--- config.mk ---
export PLATFORM = sky130hd
export DESIGN_NAME = data_collector
export DESIGN_NICKNAME = d
export VERILOG_FILES = /design/src/rtl/data_collector.sv
export SDC_FILE = /design/constraint.sdc
export NUM_CORES = 1
export LEC_CHECK = 0
export ABC_AREA = 1
export BUFFER_PORTS_ARGS = -buffer_cell sky130_fd_sc_hd__buf_4
export CORE_MARGIN = 2
export CORE_UTILIZATION = 35
export DETAILED_ROUTE_END_ITERATION = 10
export PLACE_DENSITY = 0.58
export SYNTH_ARGS = -nofsm -noshare
export SYNTH_HDL_FRONTEND = slang
export SYNTH_SLANG_ARGS = --single-unit
--- constraint.sdc ---
create_clock -name clk_100mhz -period 6.3 [get_ports clk_100mhz]
set_input_delay 1.575 -clock clk_100mhz [delete_from_list [all_inputs] [get_ports clk_100mhz]]
set_output_delay 1.575 -clock clk_100mhz [all_outputs]
set_load 0.1 [all_outputs]
--- src/rtl/data_collector.sv ---
`default_nettype none
// ============================================================================
// Module   : data_collector
// Brief    : Reassembles a 64-bit seg / 16-bit led word from 16 indexed 5-bit
//            chunks delivered on a slow, asynchronous transfer strobe.
// Revision : 1.0
// ============================================================================
module data_collector #(
    parameter int          SAMPLE_DLY = 4,
    parameter logic [31:0] TIMEOUT    = 32'd10_000_000
) (
    input  logic        clk_100mhz,
    input  logic        rst,
    input  logic        clk,
    input  logic [4:0]  in_data,
    input  logic [3:0]  in_idx,
    output logic [63:0] seg_out,
    output logic [15:0] led_out,
    output logic        frame_valid,
    output logic        seq_err,
    output logic [15:0] frame_cnt
);

    localparam logic [7:0]  c_DLY     = 8'(SAMPLE_DLY);
    localparam logic [31:0] c_TO_LAST = TIMEOUT - 32'd1;

    localparam logic [1:0] c_IDLE    = 2'd0;
    localparam logic [1:0] c_COLLECT = 2'd1;
    localparam logic [1:0] c_DONE    = 2'd2;

    logic        r_sync1, r_sync2, r_hist;
    logic [7:0]  r_dly;
    logic [31:0] r_to;
    logic [1:0]  r_state;
    logic [3:0]  r_exp;
    logic [63:0] r_seg_sh, r_seg;
    logic [15:0] r_led_sh, r_led;
    logic        r_frame_valid, r_seq_err;
    logic [15:0] r_frame_cnt;

    logic        w_evt, w_fire, w_timeout, w_match;
    logic [3:0]  w_pos;
    logic [63:0] w_seg_first;
    logic [15:0] w_led_first;

    assign w_evt       = r_sync2 & ~r_hist;
    assign w_fire      = ~w_evt & (r_dly == 8'd1);
    assign w_timeout   = (r_state == c_COLLECT) & ~w_fire & ~w_evt & (r_to == c_TO_LAST);
    assign w_match     = (in_idx == r_exp);
    // Chunk j lands at nibble/bit position 15-j; index 0 carries chunk 15.
    assign w_pos       = ~(in_idx - 4'd1);
    assign w_seg_first = {in_data[4:1], 60'd0};
    assign w_led_first = {in_data[0], 15'd0};

    always_ff @(posedge clk_100mhz) begin
        if (rst) begin
            r_sync1 <= 1'b0;
            r_sync2 <= 1'b0;
            r_hist  <= 1'b0;
            r_dly   <= 8'd0;
            r_to    <= 32'd0;
        end else begin
            r_sync1 <= clk;
            r_sync2 <= r_sync1;
            r_hist  <= r_sync2;
            if (w_evt)
                r_dly <= c_DLY;
            else if (r_dly != 8'd0)
                r_dly <= r_dly - 8'd1;
            // Saturating idle counter; only acted upon while collecting.
            if (w_evt)
                r_to <= 32'd0;
            else if (r_to != c_TO_LAST)
                r_to <= r_to + 32'd1;
        end
    end

    always_ff @(posedge clk_100mhz) begin
        if (rst) begin
            r_state       <= c_IDLE;
            r_exp         <= 4'd0;
            r_seg_sh      <= 64'd0;
            r_led_sh      <= 16'd0;
            r_seg         <= 64'd0;
            r_led         <= 16'd0;
            r_frame_valid <= 1'b0;
            r_seq_err     <= 1'b0;
            r_frame_cnt   <= 16'd0;
        end else begin
            r_frame_valid <= 1'b0;
            case (r_state)
                c_IDLE: begin
                    if (w_fire && in_idx == 4'd1) begin
                        r_seg_sh <= w_seg_first;
                        r_led_sh <= w_led_first;
                        r_exp    <= 4'd2;
                        r_state  <= c_COLLECT;
                    end
                end
                c_COLLECT: begin
                    if (w_fire) begin
                        if (w_match) begin
                            r_seg_sh[{w_pos, 2'b00} +: 4] <= in_data[4:1];
                            r_led_sh[w_pos]               <= in_data[0];
                            r_exp                         <= r_exp + 4'd1;
                            if (in_idx == 4'd0)
                                r_state <= c_DONE;
                        end else begin
                            r_seq_err <= 1'b1;
                            if (in_idx == 4'd1) begin
                                r_seg_sh <= w_seg_first;
                                r_led_sh <= w_led_first;
                                r_exp    <= 4'd2;
                            end else begin
                                r_seg_sh <= 64'd0;
                                r_led_sh <= 16'd0;
                                r_state  <= c_IDLE;
                            end
                        end
                    end else if (w_timeout) begin
                        r_seq_err <= 1'b1;
                        r_seg_sh  <= 64'd0;
                        r_led_sh  <= 16'd0;
                        r_state   <= c_IDLE;
                    end
                end
                c_DONE: begin
                    r_seg         <= r_seg_sh;
                    r_led         <= r_led_sh;
                    r_frame_valid <= 1'b1;
                    r_frame_cnt   <= r_frame_cnt + 16'd1;
                    r_seq_err     <= 1'b0;
                    r_state       <= c_IDLE;
                end
                default: r_state <= c_IDLE;
            endcase
        end
    end

    assign seg_out     = r_seg;
    assign led_out     = r_led;
    assign frame_valid = r_frame_valid;
    assign seq_err     = r_seq_err;
    assign frame_cnt   = r_frame_cnt;

endmodule
`default_nettype wire
==> results by group, run 1 <==
Routing
  – 1st-iter DRT viols: slightly above 700
  – DRC viols: 0
  – Final WL: between 20000 and 30000 um
  – DR vias/cell: 4.91
  – First drt pass iteration count: 5
  – WL per Instance: 14.5 um
  – Post-DRT Antenna Nets: 0
  – Via count: about 9600

Synthesis
  – Post-synthesis cell count: ~1500
  – Synth Register Bits: between 200 and 250
  – Post-Synth Simple-Gate Area: around 36%
  – Cell area after synthesis: a little over 10000 um2
  – Compound-gate portion of the synthesized area: under 10%
  – Area share of fa/ha/maj cells after synthesis: under 10%
  – Post-synth EDFFs: 0
  – Register area share after synthesis: 44.3%
  – Largest family of logic cells by synthesized area: simple AND/OR/NAND/NOR gates
  – Async SR Flop Fraction: 0%
  – Post-synth top area share: between 40% and 50%
  – Synthesized Nets: 1500
  – Synth Warn #: 0
  – Xor/xnor share of the synthesized area: 0.939%
  – Syn Area/Cell: 6.95 um2
  – Yosys top cell by area: dfxtp_1
  – Main flop type after synthesis: dfxtp_1
  – Unique masters post-synth: 36
  – Top cells by area, synth: dfxtp_1 44%, nand2_1 16%, nand3_1 8.6%
  – Mux contribution to synthesized area: 0%

Cells and area
  – Antenna fix cells: 0
  – Synth-to-layout area growth: 18.8%
  – Final #Nets: 1588
  – Layout cell share with drive strength beyond 1: around 14%
  – Filler instances: approximately 3000
  – Non-Filler Instances: around 2000
  – Most common cell after layout, fill and taps aside: nand2_1
  – Most frequent cells in the layout: 424 x nand2_1, 227 x dfxtp_1, 176 x nand3_1, 133 x nor2_1, 128 x inv_1

Clocking
  – Clock latency on the worst-skew pair: around 0.53 ns
  – # hold bufs at CTS: 0
  – Post-CTS Setup Inserts: 0
  – CTS root buf: clkbuf_16
  – Num CTS Buffers: 26
  – Clock transition at the registers of the reported paths: 0.06 ns
  – TritonCTS clock tree: done
  – Post-CTS resize count: 0
  – Clock sinks: 227
  – H-tree depth: 1
  – Clock buffer depth: 3

Placement
  – Detailed Place HPWL: around 20000 um
  – Port bufs: 109
  – Routability Congestion: approximately 0.88
  – Placed cells: roughly 1900

Global routing
  – Total track usage: ~18%
  – Vias in the first global route: about 9000
  – Largest net degree at the start of global routing: 84
  – First-pass GRT wire length: ~46000 um
  – Antenna violations before repair: 0
  – Overflow after GRT: 0

Timing
  – Fmax: approximately 0.26 GHz
  – RSZ-0062 raised after global routing: no
  – Slew @ Worst Pin: ~0.96 ns
  – Max_slew headroom: between 30% and 40%
  – Period utilisation layout: ~61%
  – Final Skew: 0.00871 ns
  – Final setup fails: 0
  – Post-route minimum period: around 3.8 ns
  – TNS Setup: 0 ns
  – Fin. Hold Viols: 0
  – Pins Over Slew Limit: 0

Die
  – Die height: around 180 um
  – Initial Utilization: between 30 and 40%
  – Core outline area: approximately 29000 um2
  – IO Pins: 110
  – Width of the die: about 180 um
  – Area of the die: approximately 31000 um2
  – Row count: 62

Critical path
  – Data arrival, critical path: ~4.2 ns
  – CP max FO: 27
  – Worst Setup End Kind: flip-flop
  – Critical Path RT: about 6.7 ns
  – Element type at the critical path start: input pin
  – Crit Path Class: input pin to flip-flop

Pwr
  – Max VDD drop: approximately 210 uV
  – Pwr/cell area: 263 nW/um2
  – Leak pwr: between 5 and 6 nW

Flow run
  – Max-cap viol count: 0

Hold path
  – Worst Hold Class: flip-flop to flip-flop

Outcome
  – Status: complete, no violations
cell usage after synthesis, types with 8 or more instances:
library cell / instances
or2_2: 8
nand3_1: 176
nor3_1: 29
dfxtp_1: 227
nand4_1: 31
o21ai_0: 52
clkbuf_1: 34
nand2_2: 30
ha_1: 12
nor2_1: 134
a21oi_1: 122
buf_1: 9
nand2_1: 425
inv_1: 129
layer usage:
metal  up-vias  part of all wire [%]  GRT usage (%)
met2       240                    44           28.6
met1      4416                    48           26.2
met4         0                   2.1           5.00
li1       4955                     -              -
met3        38                   6.0           2.63
met5         -                     0              0
sequential cells by signal (all words and copies together), names as in the netlist:
name,count
led_out,16
r_dly,8
seg_out,64
r_led_sh,16
r_sync2,1
r_exp,4
seq_err,1
r_hist,1
frame_valid,1
r_sync1,1
r_seg_sh,64
frame_cnt,16
r_state,2
r_to,32
logic make-up (layout without fill, tap and decap cells):
group | Yosys count | in the layout
buffers and inverters | 189 | 294
flip-flops | 227 | 227
XOR/XNOR | 11 | 11
AND/OR/NAND/NOR | 851 | 851
adder cells (fa/ha/maj) | 12 | 12
AO/OA/AOI/OAI | 186 | 186
critical path: stages:
cell     delay, ns
buf_4         0.14
inv_1         0.12
ha_1          0.34
inv_1         0.19
nor3_1        0.32
nand2_2       0.12
nand2_2       0.09
nand2_2       0.08
a21oi_4       0.73
nand2_1       0.26
nand2_1       0.13
a21oi_1       0.06
path summary, 6_finish.rpt:
| path | from | to | slack, ns | depth (start not counted) |
|---|---|---|---|---|
| max | in_idx[1] | r_seg_sh[12] | 2.49 | 12 |
| min | r_sync1 | r_sync2 | 0.42 | 2 |
| max reg2reg | r_to[0] | r_seg_sh[12] | 3.28 | 10 |
| min reg2reg | r_sync1 | r_sync2 | 0.42 | 2 |
layout make-up:
cell class | count | area [um2] | share of cell area, %
Timing Repair Buffer | 114 | 856 | 7.02
Inverter | 135 | 510 | 4.19
Clock buffer | 37 | 773 | 6.34
Clock inverter | 8 | 75.1 | 0.615
Sequential cell | 227 | 4540 | 37.3
Tap cell | 384 | 480 | 3.94
Multi-Input combinational cell | 1060 | 4960 | 40.7
stage by stage:
stage / setup slack (ns) / total power [mW] / hold WS, ns / utilization [%] / cell area [um2]
finish: 2.49 / 3.21 / 0.419 / 42.4 / 12200
detailed placement: 1.99 / 1.75 / 0.409 / 39.4 / 11300
global route: 2.23 / 3.35 / 0.431 / 42.4 / 12200
global placement: 2.16 / 1.74 / 0.399 / 39.4 / 11300
floorplan: 3.05 / 1.69 / 0.388 / - / 10300
CTS: 2.53 / 3.24 / 0.419 / 42.4 / 12200
power by group:
group / internal [mW] / switching [mW] / total [mW]
Clock: 0.890 / 0.592 / 1.48
Sequential: 1.46 / 0.0163 / 1.47
Combinational: 0.0676 / 0.182 / 0.250
Total: 2.42 / 0.791 / 3.21
Note: power is estimated with default switching activity, not from simulation.
==> run 2: changes to the inputs <==
- PLACE_DENSITY: 0.58 -> 0.6
- clock period: 6.3 -> 3.25 ns (I/O delays scaled with it)
==> run 2 against run 1 <==
Effect of this change:
- sequential share of layout area shrank 0.56 points
- clock power grew 110%
- routed wire length grew 1.5%
- global-route usage grew 0.11 points
- worst setup slack lost 1.9 ns
- critical endpoint is now r_led_sh[6]
- largest cell class unchanged
==> results by group, run 2 (same netlist as run 1, synthesis figures left out) <==
Pwr
  – Pwr/cell area: approximately 520 nW/um2
  – Max VDD drop: between 300 and 400 uV
  – Leak pwr: ~5.2 nW

Global routing
  – Overflow after GRT: 0
  – Met1 usage: a little over a quarter
  – Antenna violations before repair: 0
  – First-pass GRT wire length: around 46000 um
  – Total track usage: 18.4%
  – Met3 Usage GRT: under 10%
  – Met2 usage: about 29%
  – Vias in the first global route: 8968
  – Largest net degree at the start of global routing: approximately 100
  – GR peak layer: met2

Timing
  – Max_slew headroom: 42.5%
  – RSZ-0062 raised after global routing: no
  – Post-route minimum period: roughly 2.6 ns
  – Slew @ Worst Pin: 0.862 ns
  – TNS Setup: 0 ns
  – Hold Slack: approximately 0.39 ns
  – Period utilisation layout: between 80% and 90%
  – Fmax: about 0.38 GHz
  – Fin. Hold Viols: 0
  – Final setup margin: approximately 0.6 ns
  – Final setup fails: 0
  – Final Skew: between 0.02 and 0.03 ns
  – Pins Over Slew Limit: 0

Routing
  – Via count: 9704
  – DRC viols: 0
  – Final WL: about 29000 um
  – DR vias/cell: 4.91
  – First drt pass iteration count: 5
  – WL per Instance: 14.6 um
  – 1st-iter DRT viols: around 570
  – Post-DRT Antenna Nets: 0

Cells and area
  – Final #Nets: approximately 1600
  – Antenna fix cells: 0
  – Layout Utilization: 43.0%
  – Most frequent cells in the layout: 424 x nand2_1, 227 x dfxtp_1, 176 x nand3_1, 133 x nor2_1, 128 x inv_1
  – Layout cell share with drive strength beyond 1: between 10% and 20%
  – Synth-to-layout area growth: 20.7%
  – Most common cell after layout, fill and taps aside: nand2_1

Clocking
  – Clock transition at the registers of the reported paths: 0.06 ns
  – Post-CTS resize count: 0
  – H-tree depth: 1
  – Clock sinks: about 230
  – # hold bufs at CTS: 0
  – CTS root buf: clkbuf_16
  – Clock buffer depth: 3
  – TritonCTS clock tree: done
  – Post-CTS Setup Inserts: 0
  – Clock latency on the worst-skew pair: approximately 0.54 ns
  – Num CTS Buffers: 26

Die
  – Area of the die: 30700 um2
  – Width of the die: about 180 um
  – IO Pins: between 100 and 150
  – Initial Utilization: a little over a third
  – Row count: a little over 60
  – Core outline area: 28800 um2
  – Die height: around 180 um

Critical path
  – Element type at the critical path start: flip-flop
  – Worst R2R Path Depth: 10
  – Worst setup path end: r_led_sh[6]
  – Critical Path RT: approximately 3.6 ns
  – Max incr delay on CP: about 0.41 ns
  – R2r setup slk: between 0.6 and 0.7 ns
  – Crit Path Class: flip-flop to flip-flop
  – RR Endpoint: r_led_sh[6]
  – Max stage delay cell, worst path: dfxtp_1
  – Worst Setup End Kind: flip-flop
  – Crit-path cells: ha_1 > nand2_1 > nor2_4 > nand2_2 > nor2_2 > nand4_2 > nand2_1 > nand2_1 > o21ai_0 > a21oi_1
  – Data arrival, critical path: 3.01 ns
  – CP Launch Point: r_to[0]
  – CP max FO: 16
  – Crit path top cell by count: nand2_1
  – Reg-to-reg startpoint: r_to[0]

Hold path
  – Hold Path Cell Cnt: 2
  – Worst Hold Class: flip-flop to flip-flop

Placement
  – Port bufs: between 100 and 150
  – Routability Congestion: between 0.9 and 1
  – Detailed Place HPWL: ~21000 um
  – Placement Setup Slack: 0.258 ns

Flow run
  – Max-cap viol count: 0

Outcome
  – Status: complete, no violations
[run 2: cell type report]
class                   instances  area (um2)
multi-input cells            1060        4960
fillers                      2952       16400
clock buffers                  38         786
clock inverters                 9         136
well taps                     384         480
inverters                     135         510
repair buffers                124         968
flip-flops and latches        227        4540
[run 2: metal layers]
layer	vias up	routed length, um
met1	4465	14200
met5	-	0
met4	0	374
met2	237	12700
li1	4977	-
met3	25	1630
[run 2: how the worst min path moves through the flow]
stage | start | endpoint | slack (ns)
after floorplan | r_sync1 | r_sync2 | 0.39
after global placement | r_sync1 | r_sync2 | 0.40
after detailed placement | r_sync1 | r_sync2 | 0.40
after CTS | r_sync1 | r_sync2 | 0.39
after global routing | r_sync1 | r_sync2 | 0.39
final | r_sync1 | r_sync2 | 0.39
[run 2: report_power, final]
| part | leakage, nW | internal (mW) | switching (mW) |
|---|---|---|---|
| Sequential | 1.83 | 2.83 | 0.0287 |
| Combinational | 2.94 | 0.138 | 0.351 |
| Clock | 0.450 | 1.91 | 1.19 |
[run 2: critical path, delay by kind of cell, from the launching register on]
family,cells,cell delay [ns]
AOI/OAI and AO/OA,2,0.36
adders and majority gates,1,0.37
DFF,1,0.41
and+or+nand+nor,7,1.32
[run 2: metrics by stage]
| stage | power [mW] | cells | instance area [um2] |
|---|---|---|---|
| 2_1_floorplan | 3.27 | 1476 | 10300 |
| 3_3_place_gp | 3.39 | 1930 | 11500 |
| 3_5_place_dp | 3.40 | 1930 | 11500 |
| 4_1_cts | 6.51 | 1977 | 12400 |
| 5_1_grt | 6.70 | 1977 | 12400 |
| 6_report | 6.44 | 1977 | 12400 |
==> run 3: changes to the inputs <==
- PLACE_DENSITY: 0.6 -> 0.58
- clock period: 3.25 -> 2.5 ns (I/O delays scaled with it)
==> run 3 against run 2 <==
Effect of this change:
- clock power is 24% higher
- global-route usage is 0.29 points higher
- first-iteration DRC count is 14% higher
- count of clock-buffer cells in the layout is 2 lower
- clock skew is 0.0057 ns lower
- worst setup slack worse by 0.31 ns
==> results by group, run 3 (same netlist as run 1, synthesis figures left out) <==
Outcome
  – Status: complete, no violations

Hold path
  – Worst Hold Class: input pin to flip-flop
  – WHS Endpoint: r_sync1
  – Hold Path Cell Cnt: 3
  – Hold Startpoint: clk

Die
  – Core outline area: 28800 um2
  – Width of the die: between 150 and 200 um
  – Area of the die: 30700 um2
  – Die height: roughly 180 um
  – IO Pins: 110
  – Row count: 62
  – Initial Utilization: between 30 and 40%

Timing
  – Fmax: approximately 0.46 GHz
  – Final setup fails: 0
  – Slew @ Worst Pin: between 0.9 and 1 ns
  – Period utilisation layout: between 80% and 90%
  – Pins Over Slew Limit: 0
  – Post-route minimum period: 2.20 ns
  – Max_slew headroom: between 30% and 40%
  – RSZ-0062 raised after global routing: no
  – Final Skew: about 0.022 ns
  – Fin. Hold Viols: 0
  – Final setup margin: 0.304 ns

Clocking
  – Post-CTS resize count: 0
  – # hold bufs at CTS: 0
  – Clock transition at the registers of the reported paths: ~0.060 ns
  – H-tree depth: 1
  – CTS root buf: clkbuf_16
  – Clock sinks: between 200 and 250
  – Clock latency on the worst-skew pair: ~0.54 ns
  – Clock buffer depth: 3
  – Num CTS Buffers: 26
  – Post-CTS Setup Inserts: 0
  – TritonCTS clock tree: done

Placement
  – Placed cells: just under 2000
  – Placement Setup Slack: -0.151 ns
  – Port bufs: between 100 and 150
  – Routability Congestion: about 0.9
  – Placed cell area: ~12000 um2
  – Detailed Place HPWL: about 21000 um

Global routing
  – Antenna violations before repair: 0
  – Vias in the first global route: between 9000 and 10000
  – First-pass GRT wire length: approximately 47000 um
  – Largest net degree at the start of global routing: ~100
  – Overflow after GRT: 0
  – Total track usage: a little under a fifth

Critical path
  – R2r setup slk: between 0.3 and 0.4 ns
  – Worst R2R Path Depth: 12
  – Critical Path RT: a little under 3 ns
  – RR Endpoint: r_seg_sh[63]
  – Element type at the critical path start: input pin
  – Worst Setup End Kind: flip-flop
  – Data arrival, critical path: between 2 and 3 ns
  – Reg-to-reg startpoint: r_to[1]
  – CP max FO: 14
  – Crit Path Class: input pin to flip-flop

Flow run
  – Max-cap viol count: 0

Cells and area
  – Antenna fix cells: 0
  – Area of the multi-input gates: between 4000 and 5000 um2
  – Layout Utilization: 43.9%
  – Filler instances: between 2000 and 3000
  – Most frequent cells in the layout: 424 x nand2_1, 227 x dfxtp_1, 176 x nand3_1, 164 x buf_4, 133 x nor2_1
  – Synth-to-layout area growth: 23.1%
  – Sequential Area: 4540 um2
  – Non-Filler Instances: 2017
  – Most common cell after layout, fill and taps aside: nand2_1
  – Layout cell share with drive strength beyond 1: between 10% and 20%
  – Final #Nets: around 1600
  – Final instance area: 12600 um2

Routing
  – Final WL: between 20000 and 30000 um
  – 1st-iter DRT viols: around 650
  – WL per Instance: 14.5 um
  – DRC viols: 0
  – Via count: around 9800
  – First drt pass iteration count: 5
  – Post-DRT Antenna Nets: 0
  – DR vias/cell: around 4.9

Pwr
  – Max VDD drop: about 490 uV
  – Pwr/cell area: between 600 and 700 nW/um2
  – Leak pwr: about 5.4 nW
-- run 3: cell types whose count changed in the layout (fill, tap and decap cells not counted) --
cell,previous run,this run
clkinv_4,0,1
clkinvlp_4,2,1
clkbuf_16,26,27
buf_4,121,164
buf_12,3,2
bufinv_16,3,2
clkbuf_8,9,6
clkinv_8,1,0
clkinv_2,4,6
-- run 3: worst max path at each step --
| stage | startpoint | to | slack (ns) |
|---|---|---|---|
| global placement | in_idx[1] | r_seg_sh[27] | -0.11 |
| CTS | r_to[1] | r_seg_sh[63] | 0.37 |
| detailed placement | in_idx[1] | r_seg_sh[27] | -0.15 |
| floorplan | frame_cnt[1] | frame_cnt[14] | 0.02 |
| finish | in_idx[1] | r_seg_sh[25] | 0.30 |
| global route | in_idx[1] | r_seg_sh[26] | 0.1 |
-- run 3: area by class of cell --
cell class	count	area share, %
clock buffers	36	6.09
clock inverters	9	0.802
inverters	135	4.04
multi-input cells	1060	39.2
flip-flops and latches	227	36.0
well taps	384	3.80
repair buffers	166	10.1
-- run 3: stage by stage --
| step | power, mW | setup TNS, ns | hold WS (ns) |
|---|---|---|---|
| 2_1_floorplan | 4.25 | 0 | 0.388 |
| 3_3_place_gp | 4.46 | -0.878 | 0.401 |
| 3_5_place_dp | 4.47 | -1.55 | 0.406 |
| 4_1_cts | 8.35 | 0 | 0.321 |
| 5_1_grt | 8.57 | 0 | 0.340 |
| 6_report | 8.25 | 0 | 0.335 |
-- run 3: per-layer routing --
metal / vias to the layer above / wire (um) / GRT usage [%]
li1: 5055 / - / -
met5: - / 0 / 0
met4: 0 / 488 / 4.13
met3: 32 / 1600 / 2.72
met2: 243 / 12900 / 29.9
met1: 4495 / 14200 / 26.6
-- run 3: worst max-delay path, stage by stage --
cell	delay, ns
buf_4	0.12
buf_4	0.15
nor2_1	0.17
nand2_1	0.09
nand2_1	0.06
nand2_1	0.13
nand2_1	0.20
nand2_2	0.23
inv_1	0.23
nand3_1	0.15
nor2_1	0.22
nand2_1	0.10
a21oi_1	0.16
-- run 3: report_power, final --
group	leakage (nW)	switching [mW]	internal, mW
logic	3.14	0.467	0.217
clock network	0.431	1.51	2.34
registers	1.83	0.0385	3.67
total	5.41	2.02	6.23
